File: config.mk
export PLATFORM = sky130hd
export DESIGN_NAME = tx_burst_counters
export DESIGN_NICKNAME = d
export VERILOG_FILES = /design/src/rtl/tx_burst_counters.sv
export SDC_FILE = /design/constraint.sdc
export NUM_CORES = 1
export LEC_CHECK = 0
export ABC_AREA = 1
export CAP_MARGIN = 15
export CORE_UTILIZATION = 49
export CTS_CLUSTER_DIAMETER = 40
export DETAILED_ROUTE_END_ITERATION = 8
export GPL_ROUTABILITY_DRIVEN = 0
export PLACE_DENSITY = 0.92
export SLEW_MARGIN = 20
export SYNTH_ARGS = -nofsm -noshare
export SYNTH_HDL_FRONTEND = slang
export SYNTH_SLANG_ARGS = --single-unit
File: constraint.sdc
create_clock -name clk -period 2.5 [get_ports clk]
set_clock_uncertainty 0.05 [all_clocks]
set_input_delay 0.5 -clock clk [delete_from_list [all_inputs] [get_ports clk]]
set_output_delay 0.5 -clock clk [all_outputs]
set_load 0.02 [all_outputs]
File: src/rtl/tx_burst_counters.sv
// Bit counter and burst counter for the I2C transmit controller.
// TXCount counts a level enable; BurstCnt counts rising edges of IncBurstCnt.
module tx_burst_counters #(
  parameter int TX_WIDTH    = 6,
  parameter int BURST_WIDTH = 6
) (
  input  logic                   clk,
  input  logic                   rst,
  input  logic                   ResetTXCount,
  input  logic                   IncTXCount,
  output logic [TX_WIDTH-1:0]    TXCount,
  input  logic                   ResetBurstCnt,
  input  logic                   IncBurstCnt,
  output logic [BURST_WIDTH-1:0] BurstCnt
);

  localparam logic [TX_WIDTH-1:0]    TX_ONE    = {{(TX_WIDTH-1){1'b0}}, 1'b1};
  localparam logic [BURST_WIDTH-1:0] BURST_ONE = {{(BURST_WIDTH-1){1'b0}}, 1'b1};

  logic inc_q;
  logic burst_edge;

  assign burst_edge = IncBurstCnt & ~inc_q;

  always_ff @(posedge clk or posedge rst) begin
    if (rst) begin
      TXCount <= '0;
    end else if (ResetTXCount) begin
      TXCount <= '0;
    end else if (IncTXCount) begin
      TXCount <= TXCount + TX_ONE;
    end
  end

  // inc_q tracks IncBurstCnt even while the burst counter is held in clear,
  // so a pulse that straddles ResetBurstCnt is never counted afterwards.
  always_ff @(posedge clk or posedge rst) begin
    if (rst) begin
      inc_q    <= 1'b0;
      BurstCnt <= '0;
    end else begin
      inc_q <= IncBurstCnt;
      if (ResetBurstCnt) begin
        BurstCnt <= '0;
      end else if (burst_edge) begin
        BurstCnt <= BurstCnt + BURST_ONE;
      end
    end
  end

endmodule

* Word-level counts from Yosys, hierarchy flattened
Cells that the tools add are included.
** Storage, ports and cells
- Word-level logic and storage cells :: 13
- Flip-flop bits (word level) :: 13
- Input port bits :: 6
- Output and inout bits :: 12
** Cells by class
- Reduce and logical (&&, ||, !) cells :: 2
- Add/sub/neg operators :: 2
- Mux-type cells :: 4
- Bitwise operators :: 2
** Operator list (number)
- two-way mux 6 bit :: 4
- adder 6 x 1 -> 6 bit, second input constant :: 2
- nonzero test 2 bit :: 2
- AND 1 bit :: 1
- inverter 1 bit :: 1

* Longest topological paths before layout
Gate-level depths: netlist of the first run.
- Depth after elaboration :: 4
- Depth in mapped cells :: 6
- Gate-level depth less buffers :: 6

* Worst setup path after synthesis of the first run
Ideal clock, no wire load.
- Path kind :: register -> register
- From :: reg TXCount[0]
- To :: reg TXCount[4]
- Stages on the path, launching flop included :: 6
- Data required time :: 2.332 ns
- Clock period less this slack :: 1.127 ns
- Setup time :: 0.118 ns
- Arrival time :: 0.959 ns
- Setup slack :: 1.373 ns
- Buffers on the path :: 0
- Path through :: dfrtp_1 -> ha_1 -> nand3_1 -> nand2_1 -> nand4_1 -> nand2_1
** On the way
- Longest elaborated chain between the ends :: 3
** RTL lines
- from (decl) :: RTL line 11 : output logic [TX_WIDTH-1:0] TXCount,
- from (signal assigned) :: RTL line 31 : TXCount <= TXCount + TX_ONE;
- adder 6 x 1 -> 6 bit :: RTL line 31
- two-way mux 6 bit :: RTL line 30 : end else if (IncTXCount) begin
- two-way mux 6 bit :: RTL line 28 : end else if (ResetTXCount) begin
Every way passes these cells. The select of a mux whose other input is x is not followed.
A chain may end at the register's enable or synchronous reset.

* Worst setup path in the final report of the first run
- From :: reg TXCount[3]
- To :: out TXCount[3]
No word-level cell between the ends.

==> flow_summary.yaml, run 1 <==
status:
  status: "finished clean"
setup_path:
  path_class: "reg -> out"
  crit_chain: "clkdlybuf4s50_1"
  slowest_stage: "clkdlybuf4s50_1"
  cpPeakStageDelay_ns: 0.65
  startpoint_type: "flop"
  worst-path-buf-inv: 1
  critPathArrivalTime_ns: 1.37
  critPathTopFamily: "buffers and inverters"
  worstPathRequired_ns: 1.95
  worstSetupEndpointType: "output pin"
  worstPathMaxFanout: 6
clock_network:
  cts.sinks: 13
  cts_buffer_depth: 2
  numCtsBuffers: 3
  cts_tree: "yes"
  post_cts_buffers: 0
  clk_pin_slew_worst_paths_ns: 0.09
  cts_resized: 0
  insertion_delay_ns: 0.27
  h-tree-depth: 1
  root_buffer: "clkbuf_4"
  hold_buffers: 0
timing:
  slew-limit-headroom_pct: 66.5
  hold_ws_ns: 0.494
  finalCritPeriodShare_pct: 76.8
  setup-tns-final_ns: 0
  rsz0062_at_grt: "no"
  hold_violations: 0
  fmax_mhz: 521
  setup_viol: 0
  worstMarginPinSlew_ns: 0.502
  slew_violations: 0
  period_minus_slack_ns: 1.92
  worst_slack_ns: 0.580
power_and_ir_drop:
  pwr-share-clk_pct: 32.3
  switching_share_pct: 26.8
  peakVddDrop_mv: 0.271
  p_int_mw: 0.300
  power_mw: 0.410
  power_frac_comb_pct: 13.6
  p_leak_nw: 0.417
  power.density_nw_per_um2: 454
  pwr-share-seq_pct: 54.1
  p_sw_mw: 0.110
synth:
  ys_types: 13
  ys_top_cells_by_count: "nand2_1 (21), dfrtp_1 (13), nand3_1 (12)"
  synth.most_common_cell: "nand2_1"
  synth_edf_count: 0
  synth-async-reset-ratio_pct: 100
  synth_area_leader_cell: "dfrtp_1"
  syn_area_per_cell_um2: 8.10
  yosysTopAreaCellShare_pct: 47.3
  synth-seq-area-share_pct: 47.3
  synth_seq_cells: 13
  synthesis.area_um2: 688
  yosysWarnings: 0
  synthesis.nets: 93
  syn_inst: 85
  ys_top_cells_by_area: "dfrtp_1 (47%), nand2_1 (11%), nand3_1 (8.7%)"
  synth_ff_type: "dfrtp_1"
die:
  die_h_um: 39.5
  io_pins: 18
  fp-row-count: 13
  fp.dieArea_um2: 1560
  initial_core_util_pct: 52.9
  dieWidth_um: 39.5
  coreArea_um2: 1300
placement:
  dpl-instance-area_um2: 877
  dpl_worst_slack_ns: 0.872
  place_hpwl_um: 1050
  portBuffers: 17
global_routing:
  grt_pass1_vias: 577
  antenna_found_initial: 0
  globalRouteTotalUtil_pct: 21.5
  grt_pass1_wl_um: 2190
  grt_remaining_overflow: 0
  grt_max_degree: 14
detailed_routing:
  firstDrtPassIters: 4
  viasPerCell: 5.18
  vias: 627
  dr.first_iter.drc_count: 6
  post_drt_wl_per_cell_um: 11.5
  totalWireLength_um: 1390
  drc_errors: 0
  antenna_left: 0
cells_and_area:
  nFillCells: 107
  final_area_um2: 903
  synthToLayoutAreaGrowth_pct: 31.3
  finalNetCount: 115
  drive_gt1_share_pct: 17.0
  insertedDiodeCount: 0
flow_run:
  drv_cap: 0
hold_path:
  min_path_type: "in -> async"
layer usage:
metal	wire length [um]	global-route usage [%]	part of all wire, %	vias up
met1	592	22.0	43	293
met3	54	4.55	3.9	2
met5	0	0	0	-
met4	8	12.9	0.58	0
met2	733	38.9	53	15
li1	-	-	-	317
cell usage in the layout (no fill, tap or decap), types with 3 or more instances in the layout:
master,count
inv_2,7
nand2_1,21
clkbuf_4,3
nor2_1,5
a21oi_1,6
clkdlybuf4s50_1,17
dfrtp_1,13
nand4_1,4
inv_1,5
nand3_1,12
nor2_4,4
power by group through the flow:
stage	clock network [mW]	registers, mW	logic, mW
2_1_floorplan	0	0.231	0.0253
5_1_grt	0.139	0.223	0.0618
6_report	0.133	0.222	0.0557
3_5_place_dp	0	0.226	0.0562
3_3_place_gp	0	0.226	0.0548
4_1_cts	0.133	0.222	0.0565
through the flow:
step | cells | utilization [%]
floorplan | 85 | -
global placement | 117 | 67.4
detailed placement | 117 | 67.4
CTS | 121 | 69.4
global route | 121 | 69.4
finish | 121 | 69.4
path summary, 6_finish.rpt:
check                                  from          end  slack (ns)  cells after the start
worst max-delay path             TXCount[3]   TXCount[3]        0.58                      1
worst min-delay path                    rst  BurstCnt[4]        0.49                      2
worst max register to register   TXCount[1]   TXCount[4]        1.39                      5
worst min register to register  BurstCnt[5]  BurstCnt[5]        0.50                      2
max in group asynchronous               rst        inc_q        1.57                      2
min in group clk                BurstCnt[5]  BurstCnt[5]        0.50                      2
layout make-up:
| class | instances | area, um2 | share of cell area, % |
|---|---|---|---|
| timing repair buffer | 17 | 170 | 18.8 |
| clock buffer | 4 | 26.3 | 2.91 |
| multi-input combinational | 60 | 318 | 35.2 |
| tap | 15 | 18.8 | 2.08 |
| sequential | 13 | 325 | 36.0 |
| inverter | 12 | 45.0 | 4.99 |
flip-flops by register name (all words and copies together) (netlist names):
signal    count
BurstCnt      6
TXCount       6
inc_q         1
cell families after synthesis:
group	Yosys count	share of synthesized area, %
AOI/OAI and AO/OA	8	5.82
adders and majority gates	2	3.64
buffers and inverters	12	6.55
DFF	13	47.3
and+or+nand+nor	50	36.7
Power figures use the tool's default switching activity.
==> run 2, diff against run 1 <==
--- a/config.mk
+++ b/config.mk
@@ -7,11 +7,11 @@
 export LEC_CHECK = 0
 export ABC_AREA = 1
 export CAP_MARGIN = 15
-export CORE_UTILIZATION = 49
+export CORE_UTILIZATION = 41
 export CTS_CLUSTER_DIAMETER = 40
 export DETAILED_ROUTE_END_ITERATION = 8
 export GPL_ROUTABILITY_DRIVEN = 0
-export PLACE_DENSITY = 0.92
+export PLACE_DENSITY = 0.84
 export SLEW_MARGIN = 20
 export SYNTH_ARGS = -nofsm -noshare
 export SYNTH_HDL_FRONTEND = slang
==> constraint.sdc (replaced) <==
create_clock -name clk -period 1.7 [get_ports clk]
set_clock_uncertainty 0.05 [all_clocks]
set_input_delay 0.34 -clock clk [delete_from_list [all_inputs] [get_ports clk]]
set_output_delay 0.34 -clock clk [all_outputs]
set_load 0.02 [all_outputs]
==> run 2 against run 1 <==
  * Design area is 0.69% higher
  * Clock power increased by 38%
  * Clock-buffer cell count stayed put
  * Via count did not move
  * Final cell count rose by 0.83%
  * Largest cell class unchanged
  * Largest power group unchanged
==> flow_summary.yaml, run 2 (synthesized netlist as in run 1, its figures left out) <==
status:
  status: "finished clean"
global_routing:
  grt_pass1_wl_um: 2380
  globalRouteTotalUtil_pct: 16.9
  grt_pass1_vias: 569
  grt_max_degree: 14
  grt_remaining_overflow: 0
  antenna_found_initial: 0
timing:
  period_minus_slack_ns: 1.65
  setup-tns-final_ns: 0
  slew-limit-headroom_pct: 67.8
  setup_viol: 0
  finalCritPeriodShare_pct: 96.9
  slew_violations: 0
  fmax_mhz: 607
  hold_violations: 0
  rsz0062_at_grt: "no"
  worstMarginPinSlew_ns: 0.483
power_and_ir_drop:
  p_sw_mw: 0.149
  pwr-share-clk_pct: 31.2
  peakVddDrop_mv: 0.393
  switching_share_pct: 25.4
  pwr-share-seq_pct: 55.4
  power.density_nw_per_um2: 647
  power_frac_comb_pct: 13.4
  p_leak_nw: 0.531
  p_int_mw: 0.439
cells_and_area:
  finalNetCount: 115
  final_area_um2: 910
  layout_common_cells: "nand2_1 (21), dfrtp_1 (13), nand3_1 (12)"
  drive_gt1_share_pct: 17.0
  final_common_cell: "nand2_1"
  regArea_um2: 325
  multi_input_comb_area_um2: 318
  final_util_pct: 59.0
  insertedDiodeCount: 0
  synthToLayoutAreaGrowth_pct: 32.2
  nFillCells: 140
  top_regs: "BurstCnt (6), TXCount (6), inc_q (1)"
clock_network:
  cts_resized: 6
  cts_tree: "yes"
  cts.sinks: 13
  insertion_delay_ns: 0.26
  numCtsBuffers: 3
  hold_buffers: 0
  h-tree-depth: 1
  root_buffer: "clkbuf_4"
  clk_pin_slew_worst_paths_ns: 0.08
  post_cts_buffers: 0
  cts_buffer_depth: 2
setup_path:
  slowest_stage: "clkdlybuf4s50_1"
  worstPathRequired_ns: 1.31
  worst-path-buf-inv: 1
  path_class: "reg -> out"
  cpPeakStageDelay_ns: 0.61
  worstSetupEndpointType: "output pin"
  critPathArrivalTime_ns: 1.26
  crit_chain: "clkdlybuf4s50_1"
  critPathTopFamily: "buffers and inverters"
  startpoint_type: "flop"
  worstPathMaxFanout: 3
  rrSetupSlack_ns: 0.59
detailed_routing:
  viasPerCell: 5.14
  firstDrtPassIters: 4
  antenna_left: 0
  totalWireLength_um: 1330
  vias: 627
  drc_errors: 0
  post_drt_wl_per_cell_um: 10.9
  dr.first_iter.drc_count: 10
flow_run:
  drv_cap: 0
hold_path:
  min_path_type: "in -> async"
placement:
  dpl-instance-area_um2: 878
  place_hpwl_um: 1010
  portBuffers: 17
die:
  dieWidth_um: 43.0
  fp.dieArea_um2: 1850
  coreArea_um2: 1540
  io_pins: 18
  fp-row-count: 14
  die_h_um: 43.0
  initial_core_util_pct: 44.6
==> run 2: cell types whose count changed in the layout (fill, tap and decap cells not counted) <==
cell             delta
dlymetal6s2s_1      +5
dlygate4sd2_1       +6
clkdlybuf4s50_1    -11
==> run 2: final cells by class <==
| cell class | instances | share of cell area, % |
|---|---|---|
| Multi-Input combinational cell | 60 | 34.9 |
| Timing Repair Buffer | 17 | 19.3 |
| Clock buffer | 4 | 2.89 |
| Inverter | 12 | 4.95 |
| Sequential cell | 13 | 35.8 |
| Tap cell | 16 | 2.20 |
==> run 2: final timing paths <==
kind,from,end,cells past startpoint
worst max-delay path,TXCount[5],TXCount[5],1
min in group clk,BurstCnt[1],BurstCnt[1],2
worst min-delay path,rst,BurstCnt[3],2
max in group asynchronous,rst,BurstCnt[1],2
worst min register to register,BurstCnt[1],BurstCnt[1],2
worst max register to register,TXCount[0],TXCount[4],5
==> run 2: power groups by stage <==
stage	combinational [mW]	clock [mW]	sequential, mW
global route	0.0872	0.212	0.328
finish	0.0786	0.184	0.326
floorplan	0.0371	0	0.340
detailed placement	0.0818	0	0.333
global placement	0.0807	0	0.333
CTS	0.0805	0.191	0.327
==> run 2: layer usage <==
layer  global-route usage, %  part of all wire [%]
met5                       0                     0
met1                    22.6                    45
met2                    27.0                    49
met4                    5.45                     0
met3                    3.83                   6.0
==> run 2: stage by stage <==
| stage | setup WS [ns] | power (mW) | hold WS [ns] | cells |
|---|---|---|---|---|
| finish | 0.0533 | 0.588 | 0.338 | 122 |
| global placement | 0.247 | 0.413 | 0.466 | 118 |
| global route | 0.0161 | 0.627 | 0.382 | 122 |
| detailed placement | 0.242 | 0.414 | 0.493 | 118 |
| CTS | 0.00715 | 0.598 | 0.358 | 122 |
| floorplan | 0.573 | 0.377 | 0.167 | 85 |
